===== src/rtl/zeroriscy_ex_fu_sequencer.sv =====
`default_nettype none
// ============================================================================
// Module   : zeroriscy_ex_fu_sequencer
// Brief    : EX-stage dispatch/completion control for NUM_FU functional units
//            (single-cycle or start/done multi-cycle), with watchdog and flush.
// Revision : 1.0 - initial release
// ============================================================================
module zeroriscy_ex_fu_sequencer #(
    parameter int                NUM_FU  = 3,
    parameter int                DATA_W  = 32,
    parameter logic [NUM_FU-1:0] SC_MASK = 3'b001,
    parameter int                TIMEOUT = 64,
    localparam int               FU_W    = $clog2(NUM_FU)
) (
    input  logic                     clk,
    input  logic                     rst_n,
    input  logic                     issue_valid_i,
    input  logic [FU_W-1:0]          issue_fu_i,
    input  logic                     flush_i,
    output logic [NUM_FU-1:0]        fu_start_o,
    output logic [NUM_FU-1:0]        fu_kill_o,
    input  logic [NUM_FU-1:0]        fu_done_i,
    input  logic [NUM_FU*DATA_W-1:0] fu_result_i,
    output logic                     wb_valid_o,
    output logic [DATA_W-1:0]        wb_data_o,
    output logic [FU_W-1:0]          wb_fu_o,
    output logic                     ex_ready_o,
    output logic                     timeout_o,
    output logic                     illegal_o
);

    localparam int              WD_W      = (TIMEOUT > 0) ? $clog2(TIMEOUT + 1) : 1;
    localparam logic [WD_W-1:0] C_WD_LAST = WD_W'((TIMEOUT > 0) ? TIMEOUT - 1 : 0);
    localparam logic [FU_W:0]   C_NUM_FU  = (FU_W + 1)'(NUM_FU);

    typedef enum logic [0:0] {IDLE = 1'b0, BUSY = 1'b1} state_t;

    state_t            r_state, w_next_state;
    logic [FU_W-1:0]   r_cur_fu, w_next_cur_fu;
    logic [WD_W-1:0]   r_wd_cnt, w_next_wd_cnt;

    logic [FU_W-1:0]   w_sel_fu;
    logic [NUM_FU-1:0] w_sel_onehot;
    logic [DATA_W-1:0] w_sel_result;
    logic              w_sel_sc;
    logic              w_sel_done;
    logic              w_issue_legal;

    // In BUSY every lookup follows the in-flight FU; in IDLE it follows the issue.
    always_comb begin
        w_sel_fu     = (r_state == BUSY) ? r_cur_fu : issue_fu_i;
        w_sel_onehot = '0;
        w_sel_result = '0;
        w_sel_sc     = 1'b0;
        w_sel_done   = 1'b0;
        for (int k = 0; k < NUM_FU; k++) begin
            if (FU_W'(k) == w_sel_fu) begin
                w_sel_onehot[k] = 1'b1;
                w_sel_result    = fu_result_i[k*DATA_W +: DATA_W];
                w_sel_sc        = SC_MASK[k];
                w_sel_done      = fu_done_i[k];
            end
        end
    end

    assign w_issue_legal = ({1'b0, issue_fu_i} < C_NUM_FU);

    always_comb begin
        fu_start_o    = '0;
        fu_kill_o     = '0;
        wb_valid_o    = 1'b0;
        wb_data_o     = '0;
        wb_fu_o       = '0;
        ex_ready_o    = 1'b1;
        timeout_o     = 1'b0;
        illegal_o     = 1'b0;
        w_next_state  = r_state;
        w_next_cur_fu = r_cur_fu;
        w_next_wd_cnt = r_wd_cnt;
        case (r_state)
            IDLE: begin
                if (!flush_i && issue_valid_i) begin
                    if (!w_issue_legal) begin
                        illegal_o = 1'b1;
                    end else begin
                        fu_start_o = w_sel_onehot;
                        if (w_sel_sc) begin
                            wb_valid_o = 1'b1;
                            wb_data_o  = w_sel_result;
                            wb_fu_o    = issue_fu_i;
                        end else begin
                            ex_ready_o    = 1'b0;
                            w_next_state  = BUSY;
                            w_next_cur_fu = issue_fu_i;
                            w_next_wd_cnt = '0;
                        end
                    end
                end
            end
            BUSY: begin
                if (flush_i) begin
                    fu_kill_o    = w_sel_onehot;
                    ex_ready_o   = 1'b0;
                    w_next_state = IDLE;
                end else if (w_sel_done) begin
                    wb_valid_o   = 1'b1;
                    wb_data_o    = w_sel_result;
                    wb_fu_o      = r_cur_fu;
                    w_next_state = IDLE;
                end else if ((TIMEOUT != 0) && (r_wd_cnt == C_WD_LAST)) begin
                    timeout_o    = 1'b1;
                    fu_kill_o    = w_sel_onehot;
                    w_next_state = IDLE;
                end else begin
                    ex_ready_o    = 1'b0;
                    w_next_wd_cnt = r_wd_cnt + WD_W'(1);
                end
            end
            default: w_next_state = IDLE;
        endcase
    end

    always_ff @(posedge clk or negedge rst_n) begin
        if (!rst_n) begin
            r_state  <= IDLE;
            r_cur_fu <= '0;
            r_wd_cnt <= '0;
        end else begin
            r_state  <= w_next_state;
            r_cur_fu <= w_next_cur_fu;
            r_wd_cnt <= w_next_wd_cnt;
        end
    end

endmodule
`default_nettype wire


===== config.mk =====
export PLATFORM = sky130hd
export DESIGN_NAME = zeroriscy_ex_fu_sequencer
export DESIGN_NICKNAME = d
export VERILOG_FILES = /design/src/rtl/zeroriscy_ex_fu_sequencer.sv
export SDC_FILE = /design/constraint.sdc
export NUM_CORES = 1
export LEC_CHECK = 0
export BUFFER_PORTS_ARGS = -buffer_cell sky130_fd_sc_hd__buf_2
export CORE_ASPECT_RATIO = 0.5
export CORE_MARGIN = 3
export CORE_UTILIZATION = 35
export CTS_BUF_LIST = sky130_fd_sc_hd__clkbuf_4 sky130_fd_sc_hd__clkbuf_8 sky130_fd_sc_hd__clkbuf_16
export DETAILED_ROUTE_END_ITERATION = 8
export PLACE_DENSITY = 0.78
export SYNTH_ARGS = -nofsm -noshare
export SYNTH_HDL_FRONTEND = slang
export SYNTH_SLANG_ARGS = --single-unit

===== constraint.sdc =====
create_clock -name clk -period 1.45 [get_ports clk]
set_input_delay 0 -clock clk [delete_from_list [all_inputs] [get_ports clk]]
set_output_delay 0 -clock clk [all_outputs]
set_load 0.02 [all_outputs]

==> impl_results.md <==
* Area Overhead vs Synth at 125%
* Top cell types by occurrence after synthesis: sky130_fd_sc_hd__nor2_1 (37), sky130_fd_sc_hd__mux2i_1 (35), sky130_fd_sc_hd__a2bb2oi_1 (32), sky130_fd_sc_hd__nand2_1 (12)
* Worst-case setup slack after placement at -0.347 ns
* Final setup viols at 54
* Register-to-register path setup slack at -0.30 ns
* Final GP Congestion at between 0.8 and 0.9
* Commonest register cell after synthesis: sky130_fd_sc_hd__dfrtp_1
* Post-synthesis area per instance at 8.12 um2
* Setup clock skew after layout at 0.0106 ns
* Highest ir drop seen on vdd at between 0.0005 and 0.0006 V
* Internal power of the cells at 1430 uW
* TritonCTS clock tree: built
* Endpoint type of the worst setup path: output pin
* Hold slack final at 0.163 ns
* Flop pwr share at 18.5%
* Clock H-tree levels at 1
* Worst skew pair latency at 0.25 ns
* Gate Count Post-Synth at 211
* Register area share after synthesis at 14.6%
* Type of the worst setup path: flop to output pin
* Buffer cell driving the clock tree root: sky130_fd_sc_hd__clkbuf_8
* Status: finished, violations left
* Vertical extent of the die at 55.5 um
* Routed wire length at between 8000 and 9000 um
* CTS buffer count at 3
* Violated checks: negative setup slack
* Detail Placement HPWL at around 5500 um
* Core outline area at 0.00455 mm2
* Overall routing resource usage at 24.6%
* Delay contributed by the slowest stage of the critical path at 0.47 ns
* Number of nets produced by synthesis at 317
* Count of different cell masters after synthesis at 47
* Clock sinks at 10
* Path class of the lowest-slack min-delay path: input pin to asynchronous set/reset pin
* Final worst path period share at 140%
* Final-stage net count at a little under 500
* Area enclosed by the die boundary at 0.00582 mm2
* Cell at the slowest stage of the critical path: sky130_fd_sc_hd__dfrtp_2
* Setup slack after layout at -0.580 ns
* Setup crit start kind: flop
* Synthesized flop and latch total at 10
* Data arrival time of the critical path at between 2 and 2.5 ns
* Instance count after placement with tap cells included at 436
* First-pass GRT wire length at around 12000 um
* Clock transition at the registers of the reported paths at 0.06 ns
* Vias in the first global route at 2472
* Max Fanout on Critical Path at 8
* Biggest area contributors in the synthesized netlist: sky130_fd_sc_hd__mux2i_1 (20%), sky130_fd_sc_hd__a2bb2oi_1 (16%), sky130_fd_sc_hd__dfrtp_1 (15%), sky130_fd_sc_hd__nor2_1 (8.1%), sky130_fd_sc_hd__buf_4 (2.6%)
* Deepest clock path buffer count at 2
* Fraction of registers with async set/reset at 100%
* Post-layout min period at 2.03 ns
* Area of the mapped netlist at between 0.0015 and 0.002 mm2
* Switching power as a share of total power at just over 40%
* Power density over the cells at 631 mW/mm2
* Number of antenna cells inserted at 0
* Number of rows created at floorplan at 17
* Final cell count without fillers at 454
* Area share of the leading cell type in the synthesized netlist at between 20% and 30%
* Highest attainable clock frequency at 493 MHz
* Post-Layout Inst Area at 0.00386 mm2
* Syn. warnings at 0
* X dimension of the die at 105 um
* Dominant cell type by area after synthesis: sky130_fd_sc_hd__mux2i_1
* Antenna-violating nets left at 0
* Worst slew margin relative to its limit at 64.2%
* Post-Place Cell Area at 0.00322 mm2
* Via/cell ratio at 5.47
* Share of power burned in combinational logic at 66.2%
* Iteration-0 DRC count of the detailed router at about 120
* Endpoint of the worst-slack reg-to-reg timing path: r_wd_cnt[5]
* Aggregate negative setup slack at -23.92 ns
* EDFF count, synth at 0
* Most common cell in the synthesized netlist: sky130_fd_sc_hd__nor2_1
* Number of hold-slack violations in the final timing report at 0
* Startpoint of the worst register-to-register path: r_cur_fu[0]
* Count of input and output buffers at 148
* Largest net degree at the start of global routing at 33
* Switching power summed over all nets at 1000 uW
* Reg2reg path depth at 6
* Number of pins with negative max-slew slack in the final report at 0
* Antenna violations before repair at 0
* Wire length per cell after detailed routing at 19.2 um
* Total of max-cap violations at 0
* Tightest Pin Transition at 0.537 ns
* Total leakage power at roughly 0.0017 uW
* TritonRoute pass-1 iters at 4
* Effective utilization at floorplan at 37.7%
* Relative contribution of the clock network to total power at 15.3%
* Crit path cell chain: mux2i_4 > buf_12 > a21boi_4 > o21a_4 > clkbuf_16 > nor2_4 > buf_6
* Remaining design rule violation count at 0
* Via count at approximately 2500
* Total grt overflow at 0
* Worst EP required at 1.45 ns
* Fraction of final layout cells sized beyond drive strength 1 at 79.1%
* I/O pin cnt at 149
* Unrepaired setup endpoints after global routing: yes
==> logic make-up (layout without fill, tap and decap cells) <==
logic type               count (synthesis)  count (layout)  synth area share (%)
buffers and inverters                   30             207                  10.1
AO/OA/AOI/OAI                           55              55                  30.3
AND/OR/NAND/NOR                         78              78                  22.5
adder cells (fa/ha/maj)                  1               1                 0.730
XOR/XNOR                                 1               1                 0.511
flip-flops                              10              10                  14.6
multiplexers                            36              36                  21.3
==> cells in the final DEF (no fill, tap or decap), drive strengths merged, types with 2 or more instances in the layout <==
| cell type | instances |
|---|---|
| and2 | 2 |
| clkbuf | 7 |
| nor3 | 5 |
| a21boi | 2 |
| o21ai | 4 |
| or3 | 4 |
| a2bb2oi | 32 |
| inv | 11 |
| nor2b | 2 |
| o211ai | 3 |
| mux2i | 35 |
| dfrtp | 10 |
| o21a | 2 |
| o41ai | 2 |
| nor2 | 40 |
| nand3 | 4 |
| nand2 | 12 |
| buf | 188 |
| a21oi | 4 |
==> worst max-delay path: cells and delay by family, from the launching register on <==
kind | cells | cell delay, ns
multiplexers | 1 | 0.23
buffers and inverters | 3 | 0.50
AND/OR/NAND/NOR | 1 | 0.04
AO/OA/AOI/OAI | 2 | 0.52
flip-flops | 1 | 0.47
==> routing by layer <==
metal | track usage, % | up-vias | routed length (um) | share of wire, %
met5 | 0 | - | 0 | 0
met4 | 4.67 | 0 | 364 | 4.2
met3 | 3.62 | 34 | 478 | 5.5
met2 | 49.9 | 120 | 4720 | 54
met1 | 27.2 | 1192 | 3150 | 36
li1 | - | 1139 | - | -
==> worst max-delay path by stage <==
stage / end / start / slack [ns]
floorplan: wb_data_o[10] / r_state / -0.07
global placement: fu_kill_o[0] / r_state / -0.28
detailed placement: fu_kill_o[0] / r_state / -0.35
CTS: fu_kill_o[0] / r_state / -0.52
global route: wb_data_o[30] / r_state / -0.61
finish: wb_data_o[29] / r_state / -0.58
==> sequential cells by signal (all words and copies together), names as in the netlist <==
register and cells:
r_cur_fu 2, r_wd_cnt 7, r_state 1
==> area by class of cell <==
class	count	area (um2)
repair buffers	192	1470
fillers	259	693
multi-input cells	171	1950
flip-flops and latches	10	254
clock buffers	4	55.1
well taps	66	82.6
inverters	11	43.8
==> what timing repair did <==
item	in CTS	in global routing
buffers inserted	8	3
hold buffers	1	0
gates cloned	0	3
hold endpoints to repair	10	0
pin swaps	7	3
setup endpoints to repair	52	54
gates resized for setup	70	51
==> power groups by stage <==
stage	clock, uW	sequential (uW)	combinational [uW]
after floorplan	0	432	936
after global placement	0	438	1330
after detailed placement	0	441	1380
after CTS	365	447	1490
after global routing	384	463	1720
final	373	451	1610
==> stage by stage <==
stage / util [%] / power, uW
2_1_floorplan: - / 1370
3_3_place_gp: 70.8 / 1770
6_report: 84.8 / 2440
5_1_grt: 84.8 / 2560
3_5_place_dp: 70.8 / 1820
4_1_cts: 79.1 / 2300
Power figures use the tool's default switching activity.
